[config.mk]
export PLATFORM = sky130hd
export DESIGN_NAME = xbar_cmd_arbiter
export DESIGN_NICKNAME = d
export VERILOG_FILES = /design/src/rtl/xbar_cmd_pkg.sv /design/src/rtl/xbar_rr_arbiter.sv /design/src/rtl/xbar_cmd_arbiter.sv
export SDC_FILE = /design/constraint.sdc
export NUM_CORES = 2
export LEC_CHECK = 0
export ABC_CLOCK_PERIOD_IN_PS = 32700
export BUFFER_PORTS_ARGS = -buffer_cell sky130_fd_sc_hd__buf_4
export CAP_MARGIN = 30
export CELL_PAD_IN_SITES_DETAIL_PLACEMENT = 1
export CELL_PAD_IN_SITES_GLOBAL_PLACEMENT = 1
export CORE_AREA = 2 2 545 547
export CTS_CLUSTER_DIAMETER = 80
export CTS_CLUSTER_SIZE = 40
export DETAILED_ROUTE_END_ITERATION = 6
export DIE_AREA = 0 0 547 549
export HOLD_SLACK_MARGIN = 0.05
export MAX_ROUTING_LAYER = met4
export PLACE_DENSITY_LB_ADDON = 0.12
export REMOVE_ABC_BUFFERS = 1
export SLEW_MARGIN = 40
export SYNTH_ARGS = -nofsm -noshare
export SYNTH_HDL_FRONTEND = slang
export SYNTH_SLANG_ARGS = --single-unit
export TNS_END_PERCENT = 30
[constraint.sdc]
create_clock -name clk -period 32.7 [get_ports clk]
set_clock_uncertainty 0.15 [all_clocks]
set_input_delay 6.54 -clock clk [delete_from_list [all_inputs] [get_ports clk]]
set_output_delay 6.54 -clock clk [all_outputs]
set_load 0.01 [all_outputs]
[src/rtl/xbar_cmd_pkg.sv]
// Shared constants for the crossbar command arbiter: default port counts,
// lane width, destination index width and contention counter width.
// The optional contention counters are built only when the macro
// XBAR_ARB_CONFLICT_CNT_EN is defined.
package xbar_cmd_pkg;

  localparam int XBAR_DATA_WIDTH = 32;
  localparam int XBAR_NUM_OUTPUT = 8;
  localparam int XBAR_NUM_INPUT  = 16;
  localparam int DW_IDX          = $clog2(XBAR_NUM_OUTPUT);
  localparam int CNT_W           = 16;

endpackage

[src/rtl/xbar_rr_arbiter.sv]
// N-way round-robin arbiter for one crossbar output. The search starts at
// ptr_q and wraps; after a grant the pointer moves one past the winner.
module xbar_rr_arbiter #(
  parameter int N = 16
) (
  input  logic         clk,
  input  logic         rst,
  input  logic         en_i,
  input  logic [N-1:0] req_i,
  output logic [N-1:0] grant_o
);

  localparam int PTR_W = $clog2(N);

  logic [PTR_W-1:0] ptr_q;
  logic [PTR_W-1:0] ptr_d;
  logic [PTR_W-1:0] idx;
  logic [PTR_W-1:0] win;
  logic             found;

  // Pick the first requester at or above the pointer; grants are held off
  // while disabled or in reset so the pointer and grant stay consistent.
  always_comb begin
    idx     = '0;
    win     = '0;
    found   = 1'b0;
    grant_o = '0;
    ptr_d   = ptr_q;
    for (int i = 0; i < N; i++) begin
      idx = ptr_q + PTR_W'(i);
      if (!found && req_i[idx]) begin
        found = 1'b1;
        win   = idx;
      end
    end
    if (en_i && found && !rst) begin
      grant_o[win] = 1'b1;
      ptr_d        = win + PTR_W'(1);
    end
  end

  // Pointer register; holds when nothing is granted.
  always_ff @(posedge clk or posedge rst) begin
    if (rst) begin
      ptr_q <= '0;
    end else begin
      ptr_q <= ptr_d;
    end
  end

endmodule

[src/rtl/xbar_cmd_arbiter.sv]
// Crossbar command arbiter: one round-robin arbiter per output picks at most
// one input per cycle; granted inputs are registered into one-hot routing
// commands plus payload for the downstream crossbar.
// Define XBAR_ARB_CONFLICT_CNT_EN to build per-output contention counters;
// otherwise o_conflict_cnt is tied to zero.
module xbar_cmd_arbiter
  import xbar_cmd_pkg::*;
#(
  parameter int DATA_WIDTH      = XBAR_DATA_WIDTH,
  parameter int NUM_OUTPUT_DATA = XBAR_NUM_OUTPUT,
  parameter int NUM_INPUT_DATA  = XBAR_NUM_INPUT
) (
  input  logic                                             clk,
  input  logic                                             rst,
  input  logic                                             i_en,
  input  logic [NUM_INPUT_DATA-1:0]                        i_valid,
  input  logic [NUM_INPUT_DATA*$clog2(NUM_OUTPUT_DATA)-1:0] i_dest,
  input  logic [NUM_INPUT_DATA*DATA_WIDTH-1:0]             i_data_bus,
  output logic [NUM_INPUT_DATA-1:0]                        o_grant,
  output logic [NUM_INPUT_DATA-1:0]                        o_valid,
  output logic [NUM_INPUT_DATA*DATA_WIDTH-1:0]             o_data_bus,
  output logic [NUM_INPUT_DATA*NUM_OUTPUT_DATA-1:0]        o_cmd,
  output logic                                             o_en,
  output logic [NUM_OUTPUT_DATA*CNT_W-1:0]                 o_conflict_cnt
);

  localparam int IDX_W = $clog2(NUM_OUTPUT_DATA);

  logic [NUM_OUTPUT_DATA-1:0][NUM_INPUT_DATA-1:0] req_col;
  logic [NUM_OUTPUT_DATA-1:0][NUM_INPUT_DATA-1:0] grant_col;
  logic [NUM_INPUT_DATA-1:0]                      grant_d;
  logic [NUM_INPUT_DATA*NUM_OUTPUT_DATA-1:0]      cmd_d;
  logic [NUM_INPUT_DATA*DATA_WIDTH-1:0]           data_d;

  logic [NUM_INPUT_DATA-1:0]                      valid_q;
  logic [NUM_INPUT_DATA*NUM_OUTPUT_DATA-1:0]      cmd_q;
  logic [NUM_INPUT_DATA*DATA_WIDTH-1:0]           data_q;
  logic                                           en_q;

  genvar gi, gn;
  generate
    for (gi = 0; gi < NUM_OUTPUT_DATA; gi++) begin : g_out
      for (gn = 0; gn < NUM_INPUT_DATA; gn++) begin : g_in
        assign req_col[gi][gn] = i_valid[gn] &&
                                 (i_dest[gn*IDX_W +: IDX_W] == IDX_W'(gi));
        assign cmd_d[gn*NUM_OUTPUT_DATA + gi] = grant_col[gi][gn];
      end

      xbar_rr_arbiter #(
        .N (NUM_INPUT_DATA)
      ) u_arb (
        .clk     (clk),
        .rst     (rst),
        .en_i    (i_en),
        .req_i   (req_col[gi]),
        .grant_o (grant_col[gi])
      );
    end

    for (gn = 0; gn < NUM_INPUT_DATA; gn++) begin : g_lane
      assign data_d[gn*DATA_WIDTH +: DATA_WIDTH] =
        grant_d[gn] ? i_data_bus[gn*DATA_WIDTH +: DATA_WIDTH] : '0;
    end
  endgenerate

  // An input requests exactly one output, so OR-ing the columns gives its grant.
  always_comb begin
    grant_d = '0;
    for (int j = 0; j < NUM_OUTPUT_DATA; j++) begin
      grant_d = grant_d | grant_col[j];
    end
  end

  assign o_grant = grant_d;

  // Output stage: ungranted lanes register as zero, so disabled cycles clear.
  always_ff @(posedge clk or posedge rst) begin
    if (rst) begin
      valid_q <= '0;
      data_q  <= '0;
      cmd_q   <= '0;
      en_q    <= 1'b0;
    end else begin
      valid_q <= grant_d;
      data_q  <= data_d;
      cmd_q   <= cmd_d;
      en_q    <= i_en;
    end
  end

  assign o_valid    = valid_q;
  assign o_data_bus = data_q;
  assign o_cmd      = cmd_q;
  assign o_en       = en_q;

`ifdef XBAR_ARB_CONFLICT_CNT_EN
  generate
    for (gi = 0; gi < NUM_OUTPUT_DATA; gi++) begin : g_cnt
      logic             seen_one;
      logic             seen_two;
      logic [CNT_W-1:0] cnt_q;
      logic [CNT_W-1:0] cnt_d;

      // Detect two or more requesters and advance the saturating counter.
      always_comb begin
        seen_one = 1'b0;
        seen_two = 1'b0;
        for (int n = 0; n < NUM_INPUT_DATA; n++) begin
          seen_two = seen_two | (seen_one & req_col[gi][n]);
          seen_one = seen_one | req_col[gi][n];
        end
        cnt_d = cnt_q;
        if (i_en && seen_two && (cnt_q != {CNT_W{1'b1}})) begin
          cnt_d = cnt_q + CNT_W'(1);
        end
      end

      // Contention counter register.
      always_ff @(posedge clk or posedge rst) begin
        if (rst) begin
          cnt_q <= '0;
        end else begin
          cnt_q <= cnt_d;
        end
      end

      assign o_conflict_cnt[gi*CNT_W +: CNT_W] = cnt_q;
    end
  endgenerate
`else
  assign o_conflict_cnt = '0;
`endif

endmodule

# Word-level counts from Yosys, hierarchy flattened
# Index checks and enable logic that the tools add are counted.
[word_totals] output_inout_bits=801 reg_bits=689 word_cells=1364
[op_classes] eq_ne=112 muxes=552 bitwise=7 reduce_logical=409 add_sub_neg=128 magnitude_cmp=144
[op_table] op="4-bit by 5-bit < comparator with 1-bit output, second input constant" n=136
[op_table] op="1-bit binary-select mux with 4-bit select" n=128
[op_table] op="32-bit 2-to-1 mux" n=16
[op_table] op="4-bit 2-to-1 mux" n=128
[op_table] op="1-bit logical AND" n=272
[op_table] op="1-bit 2-to-1 mux" n=264
[op_table] op="4-bit adder, second input constant" n=64
[op_table] op="3-bit == test, second input constant" n=64
[op_table] op="4-bit by 3-bit adder with 4-bit output, second input constant" n=32
[op_table] op="16-bit 2-to-1 mux" n=8
[op_table] op="1-bit logical NOT" n=121
[op_table] op="16-bit bitwise OR" n=7
[op_table] op="3-bit by 2-bit == test with 1-bit output, second input constant" n=32
[op_table] op="4-bit by 1-bit adder with 4-bit output, second input constant" n=16
[op_table] op="4-bit by 2-bit adder with 4-bit output, second input constant" n=16
[op_table] op="3-bit by 1-bit == test with 1-bit output, second input constant" n=16
[op_table] op="3-bit logical NOT" n=16
[op_table] op="1-bit demux with 4-bit select" n=8
[op_table] op="4-bit by 1-bit greater-or-equal comparator with 1-bit output, second input constant" n=8

# Depth between registers and ports, before layout
[logic_depth] word_depth=63 mapped_depth=25 mapped_depth_nobuf=18

# Hierarchy
# Synthesis repeated with hierarchy kept, for this count alone.
[hier_totals] cells_unflattened=4051 area_unflattened_um2=44331.3
[modules_own_cells] mod="xbar_cmd_arbiter" instances=1 seq_area_each_um2=16440.8 cells_each=1651 area_per_inst_um2=23891.7
[modules_own_cells] mod="xbar_rr_arbiter" instances=8 seq_area_each_um2=100.1 cells_each=300 area_per_inst_um2=2555.0

# Worst setup path after synthesis
# Ideal clock, no wire load.
[synth_path] path_type="input to output" startpoint="input rst" endpoint="output o_grant[3]" setup_slack_ns=-0.352 cell_stages=9 t_required_ns=26.010 arrival_ns=26.362 path_cell_list="inv_1 > nand2_1 > a41oi_1 > buf_2 > nand2_1 > o32ai_1 > a2111oi_4 > buf_2 > nand2_1"
[synth_between] elab_chain_cells=10
[synth_rtl] item="start, declared" line_no="xbar_cmd_arbiter.sv:14" source="input logic rst,"
[synth_rtl] item="1-bit logical NOT (*)" line_no="xbar_rr_arbiter.sv:36" source="if (en_i && found && !rst) begin"
[synth_rtl] item="1-bit logical AND" line_no="xbar_rr_arbiter.sv:36"
[synth_rtl] item="16-bit 2-to-1 mux" line_no="xbar_rr_arbiter.sv:36"
[synth_rtl] item="16-bit bitwise OR (6 in series)" line_no="xbar_cmd_arbiter.sv:70" source="grant_d = grant_d | grant_col[j];"
[synth_rtl] item="16-bit bitwise OR (*)" line_no="xbar_cmd_arbiter.sv:70"
[synth_rtl] item="end, declared" line_no="xbar_cmd_arbiter.sv:19" source="output logic [NUM_INPUT_DATA-1:0] o_grant,"
# Every way passes the cells marked *; elsewhere a longest branch is shown, timed or not.

# Worst setup path after layout
[layout_path] startpoint="input i_dest[12]" endpoint="output o_grant[9]"
[layout_between] elab_chain_cells=62
[layout_rtl] item="start, declared" line_no="xbar_cmd_arbiter.sv:17" source="input logic [NUM_INPUT_DATA*$clog2(NUM_OUTPUT_DATA)-1:0] i_dest,"
[layout_rtl] item="3-bit by 1-bit == test with 1-bit output / 3-bit logical NOT (equally long branches)" line_no="xbar_cmd_arbiter.sv:45" source="(i_dest[gn*IDX_W +: IDX_W] == IDX_W'(gi));"
[layout_rtl] item="1-bit logical AND" line_no="xbar_cmd_arbiter.sv:44" source="assign req_col[gi][gn] = i_valid[gn] &&"
[layout_rtl] item="1-bit binary-select mux with 4-bit select" line_no="xbar_rr_arbiter.sv:31" source="if (!found && req_i[idx]) begin"
[layout_rtl] item="1-bit 2-to-1 mux (implied by the code)" line_no="xbar_rr_arbiter.sv:31"
[layout_rtl] item="1-bit 2-to-1 mux" line_no="xbar_rr_arbiter.sv:31"
[layout_rtl] item="1-bit logical NOT" line_no="xbar_rr_arbiter.sv:31"
[layout_rtl] item="1-bit logical AND" line_no="xbar_rr_arbiter.sv:31"
[layout_rtl] item="1-bit 2-to-1 mux" line_no="xbar_rr_arbiter.sv:31"
[layout_rtl] item="(+41 left out)"
[layout_rtl] item="4-bit 2-to-1 mux" line_no="xbar_rr_arbiter.sv:31"
[layout_rtl] item="4-bit by 5-bit < comparator with 1-bit output (implied by the code) / 4-bit by 1-bit greater-or-equal comparator with 1-bit output (equally long branches)" line_no="xbar_rr_arbiter.sv:37" source="grant_o[win] = 1'b1;"
[layout_rtl] item="1-bit logical AND (implied by the code)" line_no="xbar_rr_arbiter.sv:37"
[layout_rtl] item="1-bit 2-to-1 mux (implied by the code)" line_no="xbar_rr_arbiter.sv:37"
[layout_rtl] item="1-bit demux with 4-bit select"
[layout_rtl] item="16-bit 2-to-1 mux" line_no="xbar_rr_arbiter.sv:36"
[layout_rtl] item="16-bit bitwise OR (6 in series)" line_no="xbar_cmd_arbiter.sv:70"
[layout_rtl] item="16-bit bitwise OR (*)" line_no="xbar_cmd_arbiter.sv:70"
# Every way passes the cells marked *; elsewhere a longest branch is shown, timed or not. The select of a mux whose other input is x is not followed.

==> summary.txt <==
Run status
  – Status: complete, no violations

Final layout
  – Area of the multi-input gates: 0.0271 sq mm
  – Nets: 6477
  – Post-route cell area: around 0.063 sq mm
  – Commonest non-fill, non-tap cells in the layout: buf_4 (1381), dfrtp_1 (688), a21boi_1 (350)
  – Filler instances: 33900
  – Util after Layout: 21.5%
  – Area grow syn2layout: 37.2%
  – Most common cell after layout, fill and taps aside: buf_4
  – Share of cells above drive strength 1: 35.2%
  – Register area: 0.0172 sq mm

Route
  – Met2 wire length: between 150000 and 200000 um
  – DR top layer: met4
  – WL/cell: about 39 um
  – Met3 Routed Length: just over 20000 um
  – DR vias/cell: about 4.7
  – DR pass1 iterations: 5
  – M1 WL: 167000 um
  – Post-route antenna net violation count: 0
  – Residual DRC: 0
  – Iter 0 DRT Violations: 3551
  – Vias: 46100
  – Routed WL: 384000 um

Synth
  – Asr flop ratio synth: 100%
  – Syn. warnings: 0
  – Gate Count Post-Synth: 4637
  – Post-synth EDFFs: 0
  – Synth Cell Area: 0.0461 sq mm
  – Synth Flop Type: dfrtp_1
  – Post-Synthesis Mean Instance Area: 9.95 sq um
  – Register area share after synthesis: 37.4%
  – Register bit total from synthesis: ~690
  – Unique masters post-synth: 152

Global route
  – Vias in the first global route: 46700
  – Gr ovfl total: 0
  – Largest net degree at the start of global routing: 98
  – Initial antenna violation count: 83
  – First-pass GRT wire length: 493000 um
  – All-Layer GR Usage: 25.3%

CTS
  – Root Driver: clkbuf_16
  – Post_cts resized: 0
  – Inserted Clock Buffers: 85
  – Worst-path clk slew: 60 ps
  – H-tree depth: 3
  – Post-CTS Setup Inserts: 0
  – Worst-Skew Late Latency: 820 ps
  – Cts hold-fix bufs: 0
  – CTS Buffer Depth: 4
  – CTS tree: done
  – Sink Count: a little under 700

Floorplan
  – Initial core utilization: roughly 16%
  – Die H: ~550 um
  – Boundary Pins: 1380
  – Core Rows: 200
  – Die Area: between 0.3 and 0.4 sq mm
  – Die width: 547 um
  – Core box area: 0.295 sq mm

STA
  – Worst Tran Pin Value: 982 ps
  – Setup TNS: 0 ps
  – Hold Vio Cnt, Final: 0
  – Fmax achieved: 0.0512 GHz
  – Setup Viol. Count Final: 0
  – Max-slew headroom: 34.4%
  – Max Slew Vio Count: 0
  – Fin crit period: 19520 ps
  – Worst hold slack: 617 ps
  – Period utilisation layout: 59.7%
  – RSZ-0062 raised after global routing: no

Power and ir drop
  – Maximum VDD drop: 95.7 uV
  – Power Dens Cells: around 140 mW/mm^2
  – Leakage: approximately 0.028 uW

Critical path
  – Crit path capture type: output port
  – Crit start category: primary input
  – Worst EP required: 26010 ps
  – Crit path max fanout: 33
  – Arr. time, crit path: 12830 ps
  – Reg2reg path depth: 21
  – Crit path kind: primary input to output port

Placement
  – IO buf count: roughly 1300
  – Hpwl dp: 325000 um
  – Gp weighted congestion: 0.907
  – Post-Place Cell Area: roughly 0.06 sq mm

Min path
  – HP Class: register to register
  – Hold path depth: 3

Run
  – Max-cap viol count: 0
[cells in the mapped netlist (all sizes together) (69+ instances only)]
cell	instances	share of area [%]
a21boi	524	9.3
a21oi	154	1.7
buf	351	5.0
clkbuf	75	0.62
dfrtp	689	37
ha	80	2.2
inv	79	0.65
mux4	104	5.1
nand2	323	2.6
nand3	71	0.80
nor2	318	2.6
nor3	151	1.9
o21ai	140	1.6
o22ai	220	3.0
xnor2	69	1.4
[critical path: stages]
cell and delay, ps:
buf_4 150, nor4bb_2 720, mux4_2 470, mux2i_1 140, o211ai_1 430, buf_2 280
or3_1 210, nor3_4 90, and4_1 250, or4_1 540, and3_1 200, o21a_1 340
ha_1 290, nand2_1 340, inv_1 140, a2111oi_4 300, buf_4 440, nand2_1 560
buf_4 340
[where the power goes]
group | internal, uW | leakage (uW) | switching [uW]
registers | 1050 | 0.00945 | 118
clock network | 541 | 0.00143 | 514
logic | 2010 | 0.0169 | 4890
[area by class of cell]
cell class | instances | share of cell area, %
Clock buffer | 91 | 3.49
Multi-Input combinational cell | 3562 | 42.8
Clock inverter | 61 | 1.20
Antenna cell | 94 | 0.372
Tap cell | 3939 | 7.78
Sequential cell | 689 | 27.2
Inverter | 87 | 0.545
Timing Repair Buffer | 1393 | 16.6
[flip-flops by register name, indices dropped and copies added, names as in the netlist]
register,flops
o_cmd,128
g_out.u_arb.ptr_q,32
o_data_bus,512
o_en,1
o_valid,16
[stage by stage]
| step | total power (uW) | std cells | worst slack (ps) |
|---|---|---|---|
| 2_1_floorplan | 4730 | 4338 | -1060 |
| 3_5_place_dp | 8090 | 9669 | 13230 |
| 4_1_cts | 9200 | 9821 | 13230 |
| 6_report | 9130 | 9916 | 13180 |
| 5_1_grt | 9630 | 9894 | 12880 |
| 3_3_place_gp | 8060 | 9663 | 12890 |
[cells by family after synthesis]
family / share of synthesized area [%]
AOI/OAI and AO/OA: 27.2
and+or+nand+nor: 18.0
DFF: 37.4
buffers and inverters: 6.33
muxes: 6.68
xor gates and xnor gates: 2.16
adders and majority gates: 2.17
other: 0.00813
[routing by layer]
metal,track usage (%),up-vias
met5,-,-
met4,7.62,0
met3,4.61,258
met2,41.0,1612
met1,31.8,24500
li1,-,19800
[path summary, 6_finish.rpt]
path / from / endpoint / slack, ps
max in group asynchronous: rst / o_data_bus[331] / 23740
min in group asynchronous: rst / o_en / 5600
worst max-delay path: i_dest[12] / o_grant[9] / 13180
worst min register to register: g_out[2].u_arb.ptr_q[0] / g_out[2].u_arb.ptr_q[0] / 620
worst max register to register: g_out[6].u_arb.ptr_q[1] / o_data_bus[118] / 24090
worst min-delay path: g_out[2].u_arb.ptr_q[0] / g_out[2].u_arb.ptr_q[0] / 620
Note: power is estimated with default switching activity, not from simulation.
